--- src/rtl/imem_port_arbiter.sv ---
// imem_port_arbiter
// Arbitrates the single instruction-memory port between the fetch stage and
// the external loader/debug port. The loader has priority, but a saturating
// counter forces one fetch grant after MAX_EXT consecutive loader grants won
// against a waiting fetch. Read data returns one cycle after the grant and is
// tagged for its owner through a registered owner marker.
module imem_port_arbiter #(
    parameter int AW      = 16,
    parameter int DW      = 32,
    parameter int MAX_EXT = 4
) (
    input  logic          clk,
    input  logic          rst,

    input  logic          fetch_req_i,
    input  logic [AW-1:0] fetch_addr_i,
    output logic          fetch_stall_o,
    output logic [DW-1:0] fetch_inst_o,
    output logic          fetch_valid_o,

    input  logic          ext_req_i,
    input  logic          ext_we_i,
    input  logic [AW-1:0] ext_addr_i,
    input  logic [DW-1:0] ext_wdata_i,
    output logic          ext_gnt_o,
    output logic [DW-1:0] ext_rdata_o,
    output logic          ext_rvalid_o,

    output logic [AW-1:0] mem_a_o,
    output logic          mem_w_o,
    output logic [DW-1:0] mem_d_o,
    input  logic [DW-1:0] mem_q_i
);

    localparam int            CW      = $clog2(MAX_EXT + 1);
    localparam logic [CW-1:0] MAX_CNT = CW'(MAX_EXT);

    // Who owns the data coming back from memory in the next cycle.
    typedef enum logic [1:0] {
        OWN_NONE,
        OWN_FETCH,
        OWN_EXT_RD
    } owner_e;

    owner_e        owner_q,     owner_d;
    logic [CW-1:0] ext_cnt_q,   ext_cnt_d;
    logic [AW-1:0] last_addr_q, last_addr_d;

    logic ext_win;
    logic fetch_win;

    // Grant decision: loader first unless it has used up its run against a waiting fetch.
    always_comb begin
        ext_win   = 1'b0;
        fetch_win = 1'b0;
        if (!rst) begin
            ext_win   = ext_req_i && ((ext_cnt_q < MAX_CNT) || !fetch_req_i);
            fetch_win = fetch_req_i && !ext_win;
        end
    end

    // Next-state and memory-port drive; reset forces the port quiet.
    always_comb begin
        // NOTE: every signal gets a default before any branch so no path leaves it unassigned, which would infer a latch.
        owner_d       = OWN_NONE;
        ext_cnt_d     = ext_cnt_q;
        last_addr_d   = last_addr_q;
        ext_gnt_o     = ext_win;
        fetch_stall_o = fetch_req_i && !fetch_win;
        mem_a_o       = last_addr_q;
        mem_w_o       = 1'b0;
        mem_d_o       = ext_wdata_i;

        if (rst) begin
            mem_a_o = '0;
            mem_d_o = '0;
        end else if (ext_win) begin
            mem_a_o     = ext_addr_i;
            mem_w_o     = ext_we_i;
            last_addr_d = ext_addr_i;
            if (!ext_we_i) begin
                owner_d = OWN_EXT_RD;
            end
        end else if (fetch_win) begin
            mem_a_o     = fetch_addr_i;
            last_addr_d = fetch_addr_i;
            owner_d     = OWN_FETCH;
        end

        // The run length only matters while fetch is waiting; any fetch grant
        // or an idle fetch starts a fresh run.
        if (!fetch_req_i || fetch_win) begin
            ext_cnt_d = '0;
        end else if (ext_win && (ext_cnt_q != MAX_CNT)) begin
            ext_cnt_d = ext_cnt_q + 1'b1;
        end
    end

    // State registers with synchronous reset; dropping the owner discards any pending read valid.
    always_ff @(posedge clk) begin
        // NOTE: registers use non-blocking assignments so every flop samples the pre-edge values.
        if (rst) begin
            owner_q     <= OWN_NONE;
            ext_cnt_q   <= '0;
            last_addr_q <= '0;
        end else begin
            owner_q     <= owner_d;
            ext_cnt_q   <= ext_cnt_d;
            last_addr_q <= last_addr_d;
        end
    end

    assign fetch_valid_o = (owner_q == OWN_FETCH);
    assign ext_rvalid_o  = (owner_q == OWN_EXT_RD);
    assign fetch_inst_o  = mem_q_i;
    assign ext_rdata_o   = mem_q_i;

endmodule
--- config.mk ---
export PLATFORM = sky130hd
export DESIGN_NAME = imem_port_arbiter
export DESIGN_NICKNAME = d
export VERILOG_FILES = /design/src/rtl/imem_port_arbiter.sv
export SDC_FILE = /design/constraint.sdc
export NUM_CORES = 1
export LEC_CHECK = 0
export CORE_MARGIN = 10
export CORE_UTILIZATION = 25
export CTS_CLUSTER_DIAMETER = 30
export DETAILED_ROUTE_END_ITERATION = 10
export GPL_TIMING_DRIVEN = 0
export PLACE_DENSITY = 0.77
export SYNTH_ARGS = -nofsm -noshare
export SYNTH_HDL_FRONTEND = slang
export SYNTH_SLANG_ARGS = --single-unit
--- constraint.sdc ---
create_clock -name clk -period 1.4 [get_ports clk]
set_input_delay 0.14 -clock clk [delete_from_list [all_inputs] [get_ports clk]]
set_output_delay 0.14 -clock clk [all_outputs]
set_load 0.005 [all_outputs]
=== Word level (Yosys, flattened, before mapping) ===
Index checks and enable logic that the tools add are counted.

* Register bits: 21
* Bits of input ports: 101
* Logic and storage cells: 29

* $add $sub $neg: 1
* $lt $le $gt $ge: 1
* Equal/unequal tests: 3
* Multiplexer cells: 11
* Reduce and logical (&&, ||, !) cells: 10

{| class="wikitable"
|+ Operators by type and width
! kind !! count
|-
| 16-bit two-way mux || 3
|-
| 32-bit two-way mux || 1
|-
| 1-bit two-way mux || 5
|-
| 1-bit logical AND || 4
|-
| 2-bit two-way mux || 2
|-
| 3-bit by 1-bit adder with 3-bit output, second input constant || 1
|-
| 1-bit zero test || 3
|-
| 3-bit < comparator, second input constant || 1
|-
| 3-bit inequality test, second input constant || 1
|-
| 2-bit by 1-bit == test with 1-bit output, second input constant || 1
|-
| 2-bit == test, second input constant || 1
|-
| 1-bit logical OR || 2
|-
| 2-bit OR reduction || 1
|}

=== Depth between registers and ports, before layout ===
* Depth in word-level cells: 9
* Depth in mapped cells: 5

=== Worst setup path after synthesis ===
No wires, ideal clock.

* Path kind: register to output
* From: register ext_cnt_q[2]
* To: output mem_a_o[10]
* Arrival: 0.994 ns
* Data required time: 1.260 ns
* Path slack: 0.266 ns
* Cell stages (with the launch flop): 6
* Buffers on the path: 2
* Path through: dfxtp_1 a21boi_1 or2_1 buf_6 buf_6 o2bb2ai_2

* Longest elaborated chain between the ends: 9

{| class="wikitable"
|+ RTL lines
! item !! RTL line !! RTL
|-
| from (decl) || 46 || <nowiki>logic [CW-1:0] ext_cnt_q, ext_cnt_d;</nowiki>
|-
| from (signal assigned) || 108 || <nowiki>ext_cnt_q <= ext_cnt_d;</nowiki>
|-
| 3-bit < comparator (*) || 57 || <nowiki>ext_win = ext_req_i && ((ext_cnt_q < MAX_CNT) || !fetch_req_i);</nowiki>
|-
| 1-bit logical OR (*) || 57 ||
|-
| 1-bit logical AND (*) || 57 ||
|-
| 1-bit zero test || 58 || <nowiki>fetch_win = fetch_req_i && !ext_win;</nowiki>
|-
| 1-bit logical AND || 58 ||
|-
| 1-bit two-way mux || 56 || <nowiki>if (!rst) begin</nowiki>
|-
| 16-bit two-way mux || 84 || <nowiki>end else if (fetch_win) begin</nowiki>
|-
| 16-bit two-way mux (*) || -- ||
|-
| 16-bit two-way mux (*) || 74 || <nowiki>if (rst) begin</nowiki>
|-
| to (decl) || 29 || <nowiki>output logic [AW-1:0] mem_a_o,</nowiki>
|}

Every way passes the cells marked *; elsewhere a longest branch is shown, timed or not.

=== Worst setup path after layout ===
* From: register ext_cnt_q[2]
* To: output mem_a_o[7]

The elaborated chain is that of the path after synthesis.

==> run_results.csv <==
group,metric,value,unit
cells_and_area,multi_input_comb_area,890,um^2
sta,final-hold-violation-count,0,
synth,yosysTopAreaCellShare,29.5,%
power,power_density,511,nW/um^2
synth,synth.distinct_cells,18,
floorplan,die-area,10100,um^2
sta,fmax,0.619,GHz
clock_network,cts_buffers,3,
place,gp_congestion,0.728,
synth,yosys.area.top_type,"buf_4",
clock_network,cts_num_sinks,21,
setup_path,reg2reg_to,"last_addr_q[1]",
clock_network,cts_tree,"done",
place,dp_slack,-0.767,ns
clock_network,ctsLongestPathBuffers,2,
floorplan,io_pins,218,
sta,timing.hold.ws,0.444,ns
drt,num_vias,1879,
sta,worst_slack,-0.217,ns
synth,avgSynthCellArea,9.29,um^2
drt,wl_per_cell,17.9,um
drt,initialDrtViolationCount,57,
floorplan,fp.dieH,101,um
global_route,grt_pass1_wl,11.9,mm
global_route,grtUsageTotal,14.8,%
clock_network,clkTransAtPathRegs,0.08,ns
drt,routed_wl,8.21,mm
clock_network,cts-root-buf,"clkbuf_8",
setup_path,critPathKind,"reg2out",
clock_network,clk_latency,0.26,ns
sta,finClkSkew,0.000731,ns
global_route,grt-ovfl-total,0,
sta,post-route-period-util,115,%
synth,ys_ff_latch,21,
setup_path,startpoint_type,"flop",
setup_path,endpoint_kind,"primary output",
floorplan,std_cell_rows,29,
setup_path,r2r_start,"ext_cnt_q[2]",
synth,synthCells,175,
flow_run,cap_violations,0,
min_path,min_to,"owner_q[1]",
sta,min_period,1.62,ns
global_route,grt_pass1_vias,2237,
floorplan,fp.dieW,101,um
drt,first_pass_iters,4,
run_status,outcome,"finished, violations left",
min_path,hp-class,"in2reg",
synth,syn_area,1630,um^2
power,power,0.00209,W
setup_path,required,1.26,ns
drt,vias_per_cell,4.09,
cells_and_area,area_delta_synth_final,152,%
min_path,holdPathStages,2,
cells_and_area,layout_common_cells,"133 x clkdlybuf4s50_1, 75 x buf_4, 35 x nor2b_1",
synth,synth.yosys.seq_area_share,25.8,%
setup_path,rr_worst_depth,6,
clock_network,htree_num_levels,1,
synth,yosysWarnings,0,
cells_and_area,fillers,482,
floorplan,core-area,6350,um^2
cells_and_area,antenna_cells,0,
cells_and_area,finish.utilization,64.5,%
drt,drc,0,
cells_and_area,drive_gt1_share,35.3,%
power,ir_drop,0.466,mV
setup_path,critPathMaxFanout,5,
cells_and_area,regArea,422,um^2
sta,rsz0062_at_grt,"yes",
setup_path,r2r_setup_slack,0.14,ns
setup_path,arrival,1.48,ns
synth,synth_fp_nets,278,
sta,maxSlewHeadroom,80.8,%
synth,synthTopCellsByArea,"buf_4 30%, dfxtp_1 26%, nor2b_1 13%",
cells_and_area,num-nets-final,486,
sta,tightest_slew,0.281,ns
run_status,violations,"negative setup slack",
place,portBuffers,185,
sta,finalSetupTns,-3.20,ns
global_route,grt_max_degree,12,
power,p_leak,2.11,nW
place,dp_hpwl,6.63,mm
min_path,hold_path.startpoint,"ext_we_i",
floorplan,start_util,25.6,%
sta,setup_viol,19,
sta,slew_violations,0,
global_route,antenna_found_initial,0,
drt,drt.antenna.violating_nets,0,
cells_and_area,final_common_cell,"clkdlybuf4s50_1",
where the power goes:
part           internal, W  leakage, nW  switching [W]  total (W)
combinational     0.000724         1.91       0.000325    0.00105
clock             0.000203       0.0228       0.000199   0.000402
sequential        0.000634        0.174      0.0000103   0.000644
cells by family (layout without fill, tap and decap cells):
family / count (synthesis) / after routing / synth area share [%]
AND/OR/NAND/NOR: 42 / 42 / 16.1
multiplexers: 16 / 16 / 9.85
buffers and inverters: 76 / 283 / 33.5
adder cells (fa/ha/maj): 2 / 2 / 1.54
flip-flops: 21 / 21 / 25.8
AO/OA/AOI/OAI: 18 / 18 / 13.2
per-stage QoR:
step | area (um^2) | cells
3_3_place_gp | 3570 | 437
3_5_place_dp | 3570 | 437
6_report | 4100 | 459
2_1_floorplan | 1630 | 175
5_1_grt | 4100 | 459
4_1_cts | 3960 | 455
sequential cells by signal (all words and copies together) (netlist names):
name	count
last_addr_q	16
ext_cnt_q	3
owner_q	2
critical path, stage by stage (launching register included):
cell and delay [ns]:
dfxtp_2 0.34, a21boi_2 0.05, or2_4 0.27, buf_8 0.15, buf_12 0.14, o2bb2ai_4 0.13
buf_2 0.13
timing repair:
item	4_1_cts	5_1_grt
gates resized for setup	129	44
endpoints found under the setup margin	52	46
pin swaps	3	9
hold buffers	0	0
gates cloned	3	0
buffers inserted	11	6
cells in the mapped netlist, drive strengths merged:
| cell | number |
|---|---|
| dfxtp | 21 |
| and2 | 2 |
| and3 | 2 |
| buf | 70 |
| o211a | 1 |
| mux2i | 16 |
| o2bb2ai | 16 |
| inv | 3 |
| ha | 2 |
| a21boi | 1 |
| or2 | 1 |
| nor2b | 35 |
| nor2 | 1 |
| clkbuf | 3 |
| and2b | 1 |
how the worst max path moves through the flow:
stage,start,end,slack [ns],depth (start not counted)
3_3_place_gp,fetch_req_i,mem_a_o[14],-0.76,7
2_1_floorplan,ext_cnt_q[2],mem_a_o[10],0.27,5
4_1_cts,ext_cnt_q[2],fetch_stall_o,-0.23,5
6_report,ext_cnt_q[2],mem_a_o[7],-0.22,6
5_1_grt,ext_cnt_q[2],mem_a_o[14],-0.29,6
3_5_place_dp,fetch_req_i,mem_a_o[12],-0.77,7
area by class of cell:
| cell class | instances | area share (%) |
|---|---|---|
| sequential | 21 | 10.3 |
| tap | 77 | 2.35 |
| timing repair buffer | 204 | 50.3 |
| clock buffer | 4 | 1.10 |
| inverter | 3 | 0.275 |
| buffer | 72 | 14.0 |
| multi-input combinational | 78 | 21.7 |
per-layer routing:
| metal | GRT usage [%] | wire [um] |
|---|---|---|
| met1 | 13.1 | 2390 |
| met2 | 28.9 | 4810 |
| met3 | 6.93 | 896 |
| met4 | 3.91 | 109 |
| met5 | 0 | 0 |
Note: power is estimated with default switching activity, not from simulation.
==> edit: new RTL, same settings <==
The parameter `AW` goes from 16 to 14.
--- a/src/rtl/imem_port_arbiter.sv
+++ b/src/rtl/imem_port_arbiter.sv
@@ -7,3 +7,3 @@
 module imem_port_arbiter #(
-    parameter int AW      = 16,
+    parameter int AW      = 14,
     parameter int DW      = 32,
Interface: changed (resized ext_addr_i, fetch_addr_i and mem_a_o); port bits go from 218 to 212. The function was not compared with the original's and may differ.
==> edit against the unedited design <==
The run still ends with negative setup slack left. Utilization increased by 0.86 points. Worst hold slack got worse by 0.27 ns. Final area fell by 6.1%. Area after synthesis fell by 7.4%. Sequential cell count fell by 2. Wire length decreased by 9.5%. Critical endpoint is now mem_a_o[5]. Combinational power is 8% lower. Worst setup slack improved by 0.14 ns. Register-to-register slack better by 0.08 ns. Power decreased by 7.9%.
==> edit: results (changes against the unedited design) <==
Parameter                              Value

Power and ir drop
  P_leak    1.964 nW (-6.9%)
  Worst-case vdd ir drop    0.3196 mV (-31%)

GRT
  First-pass GRT wire length    11.07 mm (-7.3%)
  Number of global-route vias before repair    1,906 (-15%)
  Initial antenna violation count    0 (unchanged)
  GR met3 Demand/Resource    9.815% (+2.9 points)
  Global routing met2 resource utilization    27.49% (-1.5 points)
  Largest net degree at the start of global routing    11 (-1)
  Overall global routing resource usage    14.28% (-0.55 points)
  GRT met1 Usage    11.58% (-1.6 points)

CTS
  Clock transition at the registers of the reported paths    0.07 ns
  Total CTS buffers    3 (unchanged)
  Clock latency on the worst-skew pair    0.25 ns
  Clock tree buffer depth    2 (unchanged)
  Deepest level of the CTS H-tree    1 (unchanged)
  Clk Tree Root Cell    sky130_fd_sc_hd__clkbuf_8

Layout
  Largest registers    last_addr_q (14), ext_cnt_q (3), owner_q (2)
  Nets    462 (-4.9%)
  Share of cells above drive strength 1    33.98% (-1.4 points)
  Antenna diodes    0 (unchanged)

Placed design
  Count of input and output buffers    178 (-3.8%)
  Instance area at placement    3382 um2 (-5.4%)
  Number of instances in the placed design    422 (-3.4%)
  Final Wtd Congestion    0.7436 (+2.1%)
  Final HPWL from detailed placement    6.437 mm (-2.9%)

Routing
  Post-DR wirelength/cell    16.99 um (-5.0%)
  Drt via density    3.957 (-3.4%)
  Via count    1,729 (-8.0%)
  Total iterations of the first detailed-routing run    3 (-1)
  DRT iter0 DRCs    32 (-44%)
  Residual DRC    0 (unchanged)

STA
  Summed negative setup slack over all endpoints    -0.9474 ns (+2.253 ns)
  Setup WS post-layout    -0.07752 ns (+0.1391 ns)
  Transition time at the pin with the least slew margin    0.4079 ns (+0.1274 ns)
  Final setup violation count    15 (-4)
  Max Clock Skew    0.001981 ns (+0.001250 ns)

Logic synthesis
  Distinct cell type count of the synthesized netlist    16 (-2)
  Share of synthesized flip-flops with an asynchronous set or reset    0% (unchanged)
  Flip-flop cell with the highest count after synthesis    sky130_fd_sc_hd__dfxtp_1
  Post-synth net total    268 (-3.6%)
  Area contributors post-synth    sky130_fd_sc_hd__buf_4 (32%), sky130_fd_sc_hd__dfxtp_1 (25%), sky130_fd_sc_hd__nor2b_1 (15%)
  Portion of the post-synthesis area used by sequential elements    25.25% (-0.60 points)
  Synth warn    0 (unchanged)
  Mapped Cells    169 (-3.4%)
  Commonest cells post-synth    sky130_fd_sc_hd__buf_4 (64), sky130_fd_sc_hd__nor2b_1 (35), sky130_fd_sc_hd__dfxtp_1 (19)

Hold path
  Class of the most critical hold timing path    in -> reg

Status
  Outcome    complete, but fails checks
  Violated checks    negative setup slack

Critical path
  Worst Path Max Fanout    5 (unchanged)
-- edit: changes by cell type after synthesis, moves of 2 or more --
cell                        before  now
sky130_fd_sc_hd__dfxtp_1        21   19
sky130_fd_sc_hd__mux2i_1        16   14
sky130_fd_sc_hd__buf_6           2    4
sky130_fd_sc_hd__and2_1          2    5
sky130_fd_sc_hd__o2bb2ai_1       7   14
sky130_fd_sc_hd__and3_1          2    0
sky130_fd_sc_hd__buf_2           4    1
sky130_fd_sc_hd__o2bb2ai_2       9    0
-- edit: cell families after synthesis --
family	synth area share, %
buffers and inverters	36.71
AND/OR/NAND/NOR	18.44
flip-flops	25.25
AO/OA/AOI/OAI	8.638
multiplexers	9.302
adder cells (fa/ha/maj)	1.661
-- edit: through the flow --
stage	worst slack [ns]	util, %	hold WS [ns]
after global placement	-0.7395	57.46	0.4341
after CTS	-0.08784	63.54	0.1684
final	-0.07752	65.35	0.1725
after floorplan	0.3376	-	0.2116
after global routing	-0.1408	65.35	0.1769
after detailed placement	-0.7429	57.46	0.4396
-- edit: what timing repair did --
| item | 4_1_cts | 5_1_grt |
|---|---|---|
| endpoints found under the setup margin | 49 | 41 |
| resized for setup | 121 | 32 |
| gates cloned | 1 | 0 |
| pin swaps | 3 | 0 |
| buffers inserted | 10 | 0 |
-- edit: worst max-delay path, cell delays in order (launching register included) --
cell and delay, ns:
sky130_fd_sc_hd__dfxtp_2 0.33, sky130_fd_sc_hd__nand2_2 0.05, sky130_fd_sc_hd__and3b_1 0.17, sky130_fd_sc_hd__buf_6 0.14
sky130_fd_sc_hd__buf_16 0.15, sky130_fd_sc_hd__o2bb2ai_4 0.11, sky130_fd_sc_hd__buf_2 0.13
-- edit: metal layers --
metal	share of wire (%)	wire, um	up-vias
li1	-	-	866
met1	28	2082	751
met2	55	4092	110
met3	16	1206	2
met4	0.57	42	0
met5	0	0	-
-- edit: worst paths after layout --
check	slack (ns)	cells after the start	end	startpoint
setup / recovery	-0.08	6	mem_a_o[5]	ext_cnt_q[2]
hold / removal	0.17	3	owner_q[0]	fetch_req_i
setup reg to reg	0.22	6	last_addr_q[9]	ext_cnt_q[2]
hold reg to reg	0.52	2	ext_cnt_q[0]	ext_cnt_q[0]
-- edit: final cells by class --
cell class | instances | area, um2
sequential | 19 | 381.6
multi-input combinational | 75 | 823.3
clock buffer | 4 | 45.04
fill | 496 | 2039
tap | 75 | 93.84
buffer | 72 | 583.1
timing repair buffer | 189 | 1908
inverter | 3 | 11.26
-- edit: power by group --
group          switching [mW]  leakage, nW  internal [mW]
Clock                   0.176       0.0228          0.202
Combinational           0.291         1.78          0.678
Sequential            0.00871        0.157          0.573
